$ cat src/rtl/cs_sample_framer_if.sv
// Stream bundle between the acquisition front end, the framer and the
// measurement stage. The framer takes the slave side.
interface cs_sample_framer_if #(
  parameter int DATA_W = 4,
  parameter int ROW_W  = 6,
  parameter int COL_W  = 7
);
  logic [DATA_W-1:0] in_data;
  logic              in_valid;
  logic              in_ready;
  logic              out_stall;
  logic [DATA_W-1:0] values;
  logic              out_valid;
  logic [ROW_W-1:0]  out_row;
  logic [COL_W-1:0]  out_col;
  logic              frame_start;
  logic              frame_done;
  logic              overflow;

  modport master (
    output in_data, in_valid, out_stall,
    input  in_ready, values, out_valid, out_row, out_col,
           frame_start, frame_done, overflow
  );

  modport slave (
    input  in_data, in_valid, out_stall,
    output in_ready, values, out_valid, out_row, out_col,
           frame_start, frame_done, overflow
  );
endinterface

$ cat src/rtl/cs_sample_framer.sv
// Ping-pong sample framer: one bank fills from the front end while the other
// is replayed, each sample held for N_ROWS cycles with row/col indices.
module cs_sample_framer #(
  parameter int DATA_W = 4,
  parameter int N_COLS = 96,
  parameter int N_ROWS = 48
) (
  input logic sys_clk,
  input logic sys_reset,
  cs_sample_framer_if.slave bus
);
  // state    | meaning
  // S_IDLE   | waiting for full[rd_bank]
  // S_STREAM | replaying rd_bank, one row per unstalled cycle
  // S_DONE   | frame_done pulse, release rd_bank

  localparam int ROW_W = 6;
  localparam int COL_W = 7;
  localparam logic [ROW_W-1:0] LAST_ROW = ROW_W'(N_ROWS - 1);
  localparam logic [COL_W-1:0] LAST_COL = COL_W'(N_COLS - 1);

  typedef enum logic [1:0] {
    S_IDLE   = 2'd0,
    S_STREAM = 2'd1,
    S_DONE   = 2'd2
  } state_t;

  logic [DATA_W-1:0] mem_q [2][N_COLS];

  state_t            state_q, state_d;
  logic [1:0]        full_q, full_d;
  logic              wr_bank_q, wr_bank_d;
  logic [COL_W-1:0]  wr_idx_q, wr_idx_d;
  logic              rd_bank_q, rd_bank_d;
  logic [DATA_W-1:0] values_q, values_d;
  logic [ROW_W-1:0]  out_row_q, out_row_d;
  logic [COL_W-1:0]  out_col_q, out_col_d;
  logic              out_valid_q, out_valid_d;
  logic              frame_start_q, frame_start_d;
  logic              frame_done_q, frame_done_d;
  logic              overflow_q, overflow_d;

  logic              in_ready;
  logic              wr_en;
  logic [COL_W-1:0]  col_inc;

  assign in_ready = ~full_q[wr_bank_q];
  assign wr_en    = bus.in_valid & in_ready;
  assign col_inc  = out_col_q + COL_W'(1);

  always_comb begin
    state_d       = state_q;
    full_d        = full_q;
    wr_bank_d     = wr_bank_q;
    wr_idx_d      = wr_idx_q;
    rd_bank_d     = rd_bank_q;
    values_d      = values_q;
    out_row_d     = out_row_q;
    out_col_d     = out_col_q;
    out_valid_d   = 1'b0;
    frame_start_d = 1'b0;
    frame_done_d  = 1'b0;
    overflow_d    = overflow_q | (bus.in_valid & ~in_ready);

    if (wr_en) begin
      if (wr_idx_q == LAST_COL) begin
        full_d[wr_bank_q] = 1'b1;
        wr_bank_d         = ~wr_bank_q;
        wr_idx_d          = '0;
      end else begin
        wr_idx_d = wr_idx_q + COL_W'(1);
      end
    end

    // The bank cleared in S_DONE is never the bank the writer fills, so the
    // set above and the clear below cannot collide.
    unique case (state_q)
      S_IDLE: begin
        if (full_q[rd_bank_q]) begin
          state_d       = S_STREAM;
          values_d      = mem_q[rd_bank_q][COL_W'(0)];
          out_row_d     = '0;
          out_col_d     = '0;
          out_valid_d   = 1'b1;
          frame_start_d = 1'b1;
        end
      end
      S_STREAM: begin
        out_valid_d = 1'b1;
        if (!bus.out_stall) begin
          if (out_row_q == LAST_ROW) begin
            out_row_d = '0;
            if (out_col_q == LAST_COL) begin
              out_col_d    = '0;
              state_d      = S_DONE;
              out_valid_d  = 1'b0;
              frame_done_d = 1'b1;
            end else begin
              out_col_d = col_inc;
              values_d  = mem_q[rd_bank_q][col_inc];
            end
          end else begin
            out_row_d = out_row_q + ROW_W'(1);
          end
        end
      end
      S_DONE: begin
        full_d[rd_bank_q] = 1'b0;
        rd_bank_d         = ~rd_bank_q;
        state_d           = S_IDLE;
      end
      default: state_d = S_IDLE;
    endcase
  end

  always_ff @(posedge sys_clk) begin
    if (!sys_reset) begin
      state_q       <= S_IDLE;
      full_q        <= '0;
      wr_bank_q     <= 1'b0;
      wr_idx_q      <= '0;
      rd_bank_q     <= 1'b0;
      values_q      <= '0;
      out_row_q     <= '0;
      out_col_q     <= '0;
      out_valid_q   <= 1'b0;
      frame_start_q <= 1'b0;
      frame_done_q  <= 1'b0;
      overflow_q    <= 1'b0;
    end else begin
      state_q       <= state_d;
      full_q        <= full_d;
      wr_bank_q     <= wr_bank_d;
      wr_idx_q      <= wr_idx_d;
      rd_bank_q     <= rd_bank_d;
      values_q      <= values_d;
      out_row_q     <= out_row_d;
      out_col_q     <= out_col_d;
      out_valid_q   <= out_valid_d;
      frame_start_q <= frame_start_d;
      frame_done_q  <= frame_done_d;
      overflow_q    <= overflow_d;
    end
  end

  // Sample storage is deliberately left out of reset.
  always_ff @(posedge sys_clk) begin
    if (wr_en && sys_reset) begin
      mem_q[wr_bank_q][wr_idx_q] <= bus.in_data;
    end
  end

  assign bus.in_ready    = in_ready;
  assign bus.values      = values_q;
  assign bus.out_valid   = out_valid_q;
  assign bus.out_row     = out_row_q;
  assign bus.out_col     = out_col_q;
  assign bus.frame_start = frame_start_q;
  assign bus.frame_done  = frame_done_q;
  assign bus.overflow    = overflow_q;
endmodule

$ cat src/flat_wrapper.sv
// flat-port wrapper written by rule: the top's interface ports become plain ports
module cs_sample_framer_flat 
#(
  parameter int DATA_W = 4,
  parameter int N_COLS = 96,
  parameter int N_ROWS = 48
)
  (sys_clk, sys_reset, bus_in_data, bus_in_valid, bus_out_stall, bus_in_ready, bus_values, bus_out_valid, bus_out_row, bus_out_col, bus_frame_start, bus_frame_done, bus_overflow);
  cs_sample_framer_if #(.DATA_W(DATA_W)) bus_i ();
  input logic sys_clk;
  input logic sys_reset;
  input wire logic [$bits(bus_i.in_data)-1:0] bus_in_data;
  input wire logic [$bits(bus_i.in_valid)-1:0] bus_in_valid;
  input wire logic [$bits(bus_i.out_stall)-1:0] bus_out_stall;
  output wire logic [$bits(bus_i.in_ready)-1:0] bus_in_ready;
  output wire logic [$bits(bus_i.values)-1:0] bus_values;
  output wire logic [$bits(bus_i.out_valid)-1:0] bus_out_valid;
  output wire logic [$bits(bus_i.out_row)-1:0] bus_out_row;
  output wire logic [$bits(bus_i.out_col)-1:0] bus_out_col;
  output wire logic [$bits(bus_i.frame_start)-1:0] bus_frame_start;
  output wire logic [$bits(bus_i.frame_done)-1:0] bus_frame_done;
  output wire logic [$bits(bus_i.overflow)-1:0] bus_overflow;
  assign bus_i.in_data = bus_in_data;
  assign bus_i.in_valid = bus_in_valid;
  assign bus_i.out_stall = bus_out_stall;
  assign bus_in_ready = bus_i.in_ready;
  assign bus_values = bus_i.values;
  assign bus_out_valid = bus_i.out_valid;
  assign bus_out_row = bus_i.out_row;
  assign bus_out_col = bus_i.out_col;
  assign bus_frame_start = bus_i.frame_start;
  assign bus_frame_done = bus_i.frame_done;
  assign bus_overflow = bus_i.overflow;
  cs_sample_framer #(.DATA_W(DATA_W), .N_COLS(N_COLS), .N_ROWS(N_ROWS)) u_core (.sys_clk(sys_clk), .sys_reset(sys_reset), .bus(bus_i));
endmodule
$ cat config.mk
export PLATFORM = sky130hd
export DESIGN_NAME = cs_sample_framer_flat
export DESIGN_NICKNAME = d
export VERILOG_FILES = /design/src/rtl/cs_sample_framer_if.sv /design/src/rtl/cs_sample_framer.sv /design/src/flat_wrapper.sv
export SDC_FILE = /design/constraint.sdc
export NUM_CORES = 1
export LEC_CHECK = 0
export BUFFER_PORTS_ARGS = -buffer_cell sky130_fd_sc_hd__buf_2
export CAP_MARGIN = 0
export CELL_PAD_IN_SITES_DETAIL_PLACEMENT = 0
export CELL_PAD_IN_SITES_GLOBAL_PLACEMENT = 2
export CORE_UTILIZATION = 40
export CTS_BUF_LIST = sky130_fd_sc_hd__clkbuf_8
export DETAILED_ROUTE_END_ITERATION = 7
export GPL_TIMING_DRIVEN = 0
export PLACE_DENSITY = 0.76
export SYNTH_ARGS = -nofsm -noshare
export SYNTH_HDL_FRONTEND = slang
export SYNTH_SLANG_ARGS = --single-unit
export TNS_END_PERCENT = 1
$ cat constraint.sdc
create_clock -name sys_clk -period 5.5 [get_ports sys_clk]
set_input_delay 0.275 -clock sys_clk [delete_from_list [all_inputs] [get_ports sys_clk]]
set_output_delay 0.275 -clock sys_clk [all_outputs]
set_load 0.03 [all_outputs]
==> impl_metrics.json, run 1 <==
{
  "status": "finished with violations",
  "failed_checks": "capacitance limit, slew limit",
  "cp_slowest_cell": "xor2_2",
  "powerDensity_nw_per_um2": 322,
  "path_clk_slew_ns": 0.06,
  "numCtsBuffers": 132,
  "synth_cell_types": 65,
  "place_ws_ns": 1.36,
  "hp-class": "in -> reg",
  "synthCells": 1696,
  "fp.coreArea_um2": 79400,
  "setup_tns_ns": 0,
  "netlist.area_leader.share_pct": 71.6,
  "cts_buffer_depth": 3,
  "fmax_mhz": 240,
  "multi_input_area_um2": 7760,
  "post-route-util_pct": 45.6,
  "synth_edf_count": 768,
  "fillCellCount": 6822,
  "syn_area_um2": 32200,
  "cpPeakStageDelay_ns": 0.77,
  "track_usage_pct": 23.3,
  "worstHoldPathCells": 1,
  "skew_ns": 0.0384,
  "rsz0062_at_grt": "no",
  "num_vias": 17537,
  "grt_max_degree": 141,
  "path_depth": 11,
  "drc": 0,
  "drt_iter0_drc": 2272,
  "final_cells": 3012,
  "syn_nets": 1707,
  "ys.flop_type": "edfxtp_1",
  "cts_num_sinks": 803,
  "drt_wl_total_mm": 93.7,
  "grt_pass1_vias": 17800,
  "r2r_cells": 11,
  "yosys.area.top_type": "edfxtp_1",
  "finalCritPeriodShare_pct": 75.8,
  "grtUsageMet1_pct": 31.6,
  "clkLatencyLatePin_ns": 0.79,
  "power.leakage_nw": 11.0,
  "wl_per_cell_um": 31.1,
  "critPathBufInv": 3,
  "clock-root-buffer": "clkbuf_8",
  "crit_arrival_ns": 4.82,
  "path_class": "reg -> reg",
  "seqCellArea_um2": 23800,
  "gr-usage-met2_pct": 37.1,
  "io_buffers": 28,
  "setup_slack_ns": 1.33,
  "antenna_found_initial": 3,
  "gp_congestion": 0.903,
  "rows": 103,
  "synth_area_per_cell_um2": 19.0,
  "hpwl_mm": 61.7,
  "detailedRoute.firstPassIterationCount": 5,
  "worstPathRequired_ns": 6.15,
  "path_cells": "ha_1, xor2_2, buf_6, buf_6, buf_2, mux4_2, mux2i_1, nand2_1, nand4_1, o311a_1, o22ai_1",
  "area_growth_pct": 12.5,
  "busiest_layer": "met2",
  "crit_fanout": 10,
  "crit_top_cell": "buf_6",
  "yosysWarnings": 0,
  "tightest_slew_ns": 1.57,
  "gr-total-overflow": 0,
  "layout_min_cycle_time_ns": 4.17,
  "top_level_ports": 30,
  "die_w_um": 286,
  "whs_ns": 0.0281,
  "synth.ff_latch_count": 803,
  "antenna_left": 0,
  "drv_slew": 43,
  "yosysSeqAreaShare_pct": 73.8,
  "final_nets": 1877,
  "die_y_um": 286,
  "dp_cells": 2779,
  "critPathTopFamily": "buffers and inverters",
  "synth_area_leaders": "edfxtp_1 72%, mux4_2 14%, nor2_1 2.8%",
  "cts_tree": "yes",
  "end_kind": "flop",
  "grt_pass1_wl_mm": 132,
  "cts-htree-levels": 4,
  "drive_gt1_share_pct": 23.5,
  "vdd_ir_drop_max_v": 0.000221,
  "initial_core_util_pct": 40.6,
  "setup_viol": 0,
  "start_kind": "flop",
  "slew_headroom_pct": -4.69,
  "post_synth_most_frequent_cells": "768 x edfxtp_1, 239 x nor2_1, 200 x mux4_2",
  "die-area_um2": 81700,
  "synth-async-reset-ratio_pct": 0,
  "yosysMostFrequentCell": "edfxtp_1",
  "hold_viol": 0,
  "via_per_inst": 5.82,
  "maxCapViolations": 4,
  "use_met3_pct": 5.16
}
[worst reg2reg max path, delay by kind of cell, from the launching register on]
family | cells | cell delay [ns]
buffers and inverters | 3 | 1.07
xor gates and xnor gates | 1 | 0.77
DFF | 1 | 0.59
muxes | 2 | 0.57
adders and majority gates | 1 | 0.42
AOI/OAI and AO/OA | 2 | 0.33
and+or+nand+nor | 2 | 0.29
[metrics by stage]
stage / total power (W) / area, µm²
after floorplan: 0.00685 / 32200
after global placement: 0.00697 / 33700
after detailed placement: 0.00698 / 33800
after CTS: 0.0117 / 36200
after global routing: 0.0120 / 36200
final: 0.0117 / 36200
[report_power, final]
part / internal (W) / switching (W)
Combinational: 0.0000220 / 0.000125
Sequential: 0.00670 / 0.00000365
Clock: 0.00245 / 0.00237
[layout make-up]
| cell class | instances | area share [%] |
|---|---|---|
| sequential | 803 | 65.6 |
| multi-input combinational | 779 | 21.4 |
| clock buffer | 137 | 5.21 |
| tap | 1050 | 3.63 |
| buffer | 110 | 1.88 |
| clock inverter | 92 | 1.33 |
| timing repair buffer | 36 | 0.874 |
| inverter | 4 | 0.0414 |
| antenna | 1 | 0.00691 |
[layout by cell type, fill, tap and decap left out, types with 4 or more instances in the layout]
cell and n:
a2111oi_0 12, nor2b_1 9, nor3_1 5, o21ai_0 9, nand2_1 83, clkbuf_2 6
and2_1 7, nor2_1 239, dfxtp_1 35, o311a_1 5, xnor2_1 8, nand3_1 36
a221oi_1 5, inv_1 46, a21oi_1 12, nand4_1 7, clkinvlp_4 4, o2111ai_1 6
xor2_1 7, buf_4 10, clkinv_2 8, buf_2 43, clkbuf_8 137, buf_8 5
a32oi_1 5, edfxtp_1 768, clkinv_1 29, buf_6 22, nand2b_1 5, o211ai_1 4
mux4_2 200, a22oi_1 5, buf_16 4, clkbuf_1 49, mux2i_1 52
[layer usage]
layer | vias to the layer above | part of all wire (%)
met2 | 858 | 48
met4 | 2 | 3.0
li1 | 7186 | -
met5 | - | 0.011
met1 | 9318 | 40
met3 | 173 | 8.4
[cells by family (layout without fill, tap and decap cells)]
family / Yosys count / after routing / share of synthesized area [%]
flops: 803 / 803 / 73.8
simple gates: 412 / 412 / 5.41
mux: 255 / 255 / 15.8
buf+inv: 114 / 379 / 2.14
compound gates: 91 / 91 / 2.23
xor+xnor: 18 / 18 / 0.536
fa+ha+maj: 3 / 3 / 0.117
other cells: 0 / 1 / 0
[registers in the layout, summed over array words and instances, names as in the netlist, 2 cells and up, named ones only]
name and cells:
u_core.bus.out_col 7, u_core.bus.out_row 6, u_core.bus.values 4, u_core.full_q 2
u_core.mem_q 768, u_core.state_q 2, u_core.wr_idx_q 7
[final timing paths]
path,startpoint,endpoint,slack [ns]
setup / recovery,u_core.bus.out_col[0],u_core.bus.values[0],1.33
hold / removal,bus_in_data[1],u_core.mem_q[0][5],0.03
setup reg to reg,u_core.bus.out_col[0],u_core.bus.values[0],1.33
hold reg to reg,u_core.bus.overflow,u_core.bus.overflow,0.46
[repair_timing]
action,in CTS,in global routing
hold buffers,3,0
buffers inserted,0,0
hold endpoints to repair,56,0
resized for setup,0,0
endpoints found under the setup margin,0,0
(Power assumes the default switching activity.)
==> run 2, diff against run 1 <==
--- a/config.mk
+++ b/config.mk
@@ -13,7 +13,7 @@
 export CTS_BUF_LIST = sky130_fd_sc_hd__clkbuf_8
 export DETAILED_ROUTE_END_ITERATION = 7
 export GPL_TIMING_DRIVEN = 0
-export PLACE_DENSITY = 0.76
+export PLACE_DENSITY = 0.79
 export SYNTH_ARGS = -nofsm -noshare
 export SYNTH_HDL_FRONTEND = slang
 export SYNTH_SLANG_ARGS = --single-unit
==> constraint.sdc (replaced) <==
create_clock -name sys_clk -period 3.8 [get_ports sys_clk]
set_input_delay 0.19 -clock sys_clk [delete_from_list [all_inputs] [get_ports sys_clk]]
set_output_delay 0.19 -clock sys_clk [all_outputs]
set_load 0.03 [all_outputs]
==> run 2 against run 1 <==
Net effect:
- the flow now finishes without violations
- first-iteration DRC count decreased by 2.2%
- hold slack gained 0.29 ns
- clock power rose by 46%
- worst setup slack got worse by 1.3 ns
- maximum frequency grew 10%
- global-route usage is 0.53 points lower
- clock skew shrank 0.0049 ns
- wire length decreased by 1.6%
- critical path type unchanged
- critical endpoint is now u_core.mem_q[0][328]
- largest power group unchanged
- highest routed layer is now met4
==> impl_metrics.json, run 2 (synthesized netlist as in run 1, its figures left out) <==
{
  "powerDensity_nw_per_um2": 466,
  "die_y_um": 286,
  "layout_common_cells": "768 x edfxtp_1, 231 x nor2_1, 200 x mux4_2, 137 x clkbuf_8, 83 x nand2_1",
  "skew_ns": 0.0335,
  "area_growth_pct": 13.0,
  "drc": 0,
  "initial_core_util_pct": 40.6,
  "cts-htree-levels": 4,
  "crit_fanout": 10,
  "end_kind": "flop",
  "tightest_slew_ns": 1.43,
  "drt_iter0_drc": 2221,
  "total_power_w": 0.0170,
  "slew_headroom_pct": 4.64,
  "rr_endpoint": "u_core.mem_q[0][328]",
  "num_vias": 17414,
  "largest_register_ffs": 768,
  "cts_buffer_depth": 3,
  "path_clk_slew_ns": 0.06,
  "detailedRoute.firstPassIterationCount": 6,
  "start_kind": "flop",
  "cts_tree": "yes",
  "setup_slack_ns": 0.0123,
  "maxCapViolations": 0,
  "reg2reg_slack_ns": 0.01,
  "worstPathRequired_ns": 4.22,
  "final_nets": 1880,
  "die_w_um": 286,
  "final_cells": 3016,
  "endpoint": "u_core.mem_q[0][328]",
  "hold_viol": 0,
  "drv_slew": 0,
  "die-area_um2": 81700,
  "postLayoutCellArea_um2": 36400,
  "rsz0062_at_grt": "yes",
  "fp.coreArea_um2": 79400,
  "setup_viol": 0,
  "whs_ns": 0.316,
  "crit_start": "u_core.wr_bank_q",
  "final_common_cell": "edfxtp_1",
  "cts_num_sinks": 803,
  "drt_wl_total_mm": 92.2,
  "hp-class": "in -> reg",
  "gr-total-overflow": 0,
  "grt_pass1_vias": 17753,
  "power.leakage_nw": 11.1,
  "clkLatencyLatePin_ns": 0.78,
  "numCtsBuffers": 132,
  "crit_arrival_ns": 4.21,
  "status": "finished clean",
  "hpwl_mm": 60.6,
  "top_level_ports": 30,
  "antenna_left": 0,
  "place_ws_ns": -0.756,
  "finalCritPeriodShare_pct": 99.7,
  "fmax_mhz": 264,
  "clock-root-buffer": "clkbuf_8",
  "grt_pass1_wl_mm": 129,
  "io_buffers": 28,
  "track_usage_pct": 22.8,
  "drive_gt1_share_pct": 25.0,
  "path_class": "reg -> reg",
  "rr_startpoint": "u_core.wr_bank_q",
  "antenna_found_initial": 5,
  "dp_cells": 2778,
  "r2r_cells": 8,
  "vdd_ir_drop_max_v": 0.000307,
  "via_per_inst": 5.77,
  "layout_min_cycle_time_ns": 3.79,
  "rows": 103,
  "grt_max_degree": 147,
  "largest_register": "u_core.mem_q",
  "wl_per_cell_um": 30.6,
  "gp_congestion": 0.909,
  "dpl_cell_area_um2": 33800
}
-- run 2: cell types whose count changed in the layout (fill, tap and decap cells not counted), sizes merged --
cell         before  now
diode             1    4
clkinvlp          4    5
bufinv            3    4
inv              52   57
clkinv           37   28
clkbuf          192  185
buf              88   94
dlygate4sd3       3    7
-- run 2: report_power, final --
group | internal, W | switching (W) | leakage (nW)
Combinational | 0.0000342 | 0.000175 | 2.50
Sequential | 0.00969 | 0.00000571 | 7.18
Clock | 0.00361 | 0.00343 | 1.40
-- run 2: metal layers --
metal / vias up / part of all wire (%) / track usage [%]
li1: 7202 / - / -
met1: 9114 / 39 / 30.0
met2: 932 / 47 / 35.7
met3: 166 / 10 / 6.96
met4: 0 / 2.9 / 8.50
met5: - / 0 / 0
-- run 2: worst min path at each step --
stage | end | startpoint | depth (start not counted)
2_1_floorplan | u_core.mem_q[0][0] | bus_in_data[0] | 0
3_3_place_gp | u_core.bus.overflow | u_core.bus.overflow | 1
3_5_place_dp | u_core.bus.overflow | u_core.bus.overflow | 1
4_1_cts | u_core.bus.overflow | bus_in_valid | 4
5_1_grt | u_core.bus.overflow | bus_in_valid | 4
6_report | u_core.bus.overflow | bus_in_valid | 4
-- run 2: cell type report --
class	count	area (µm²)
tap	1050	1310
clock inverter	90	505
buffer	106	681
clock buffer	137	1890
fill	6837	43000
antenna	4	10.0
inverter	4	15.0
timing repair buffer	43	395
sequential	803	23800
multi-input combinational	779	7810
-- run 2: through the flow --
step	setup TNS, ns	util [%]
5_1_grt	-9.13	45.8
6_report	0	45.8
4_1_cts	0	45.8
3_3_place_gp	-2.32	42.4
2_1_floorplan	0	-
3_5_place_dp	-2.27	42.6
-- run 2: critical path: stages, from the launching register on --
cell and delay [ns]:
dfxtp_1 0.34, mux2i_1 0.27, and2_1 0.16, clkbuf_1 0.30, nand2_1 0.19, nor3b_1 0.47, nand2_1 0.38, clkbuf_1 0.69
nor2_1 0.61
-- run 2: repair_timing --
action / 4_1_cts / 5_1_grt
hold buffers: 7 / 0
buffers inserted: 3 / 0
setup endpoints to repair: 4 / 281
resized for setup: 14 / 17
pin swaps: 1 / 0
hold endpoints to repair: 275 / 0
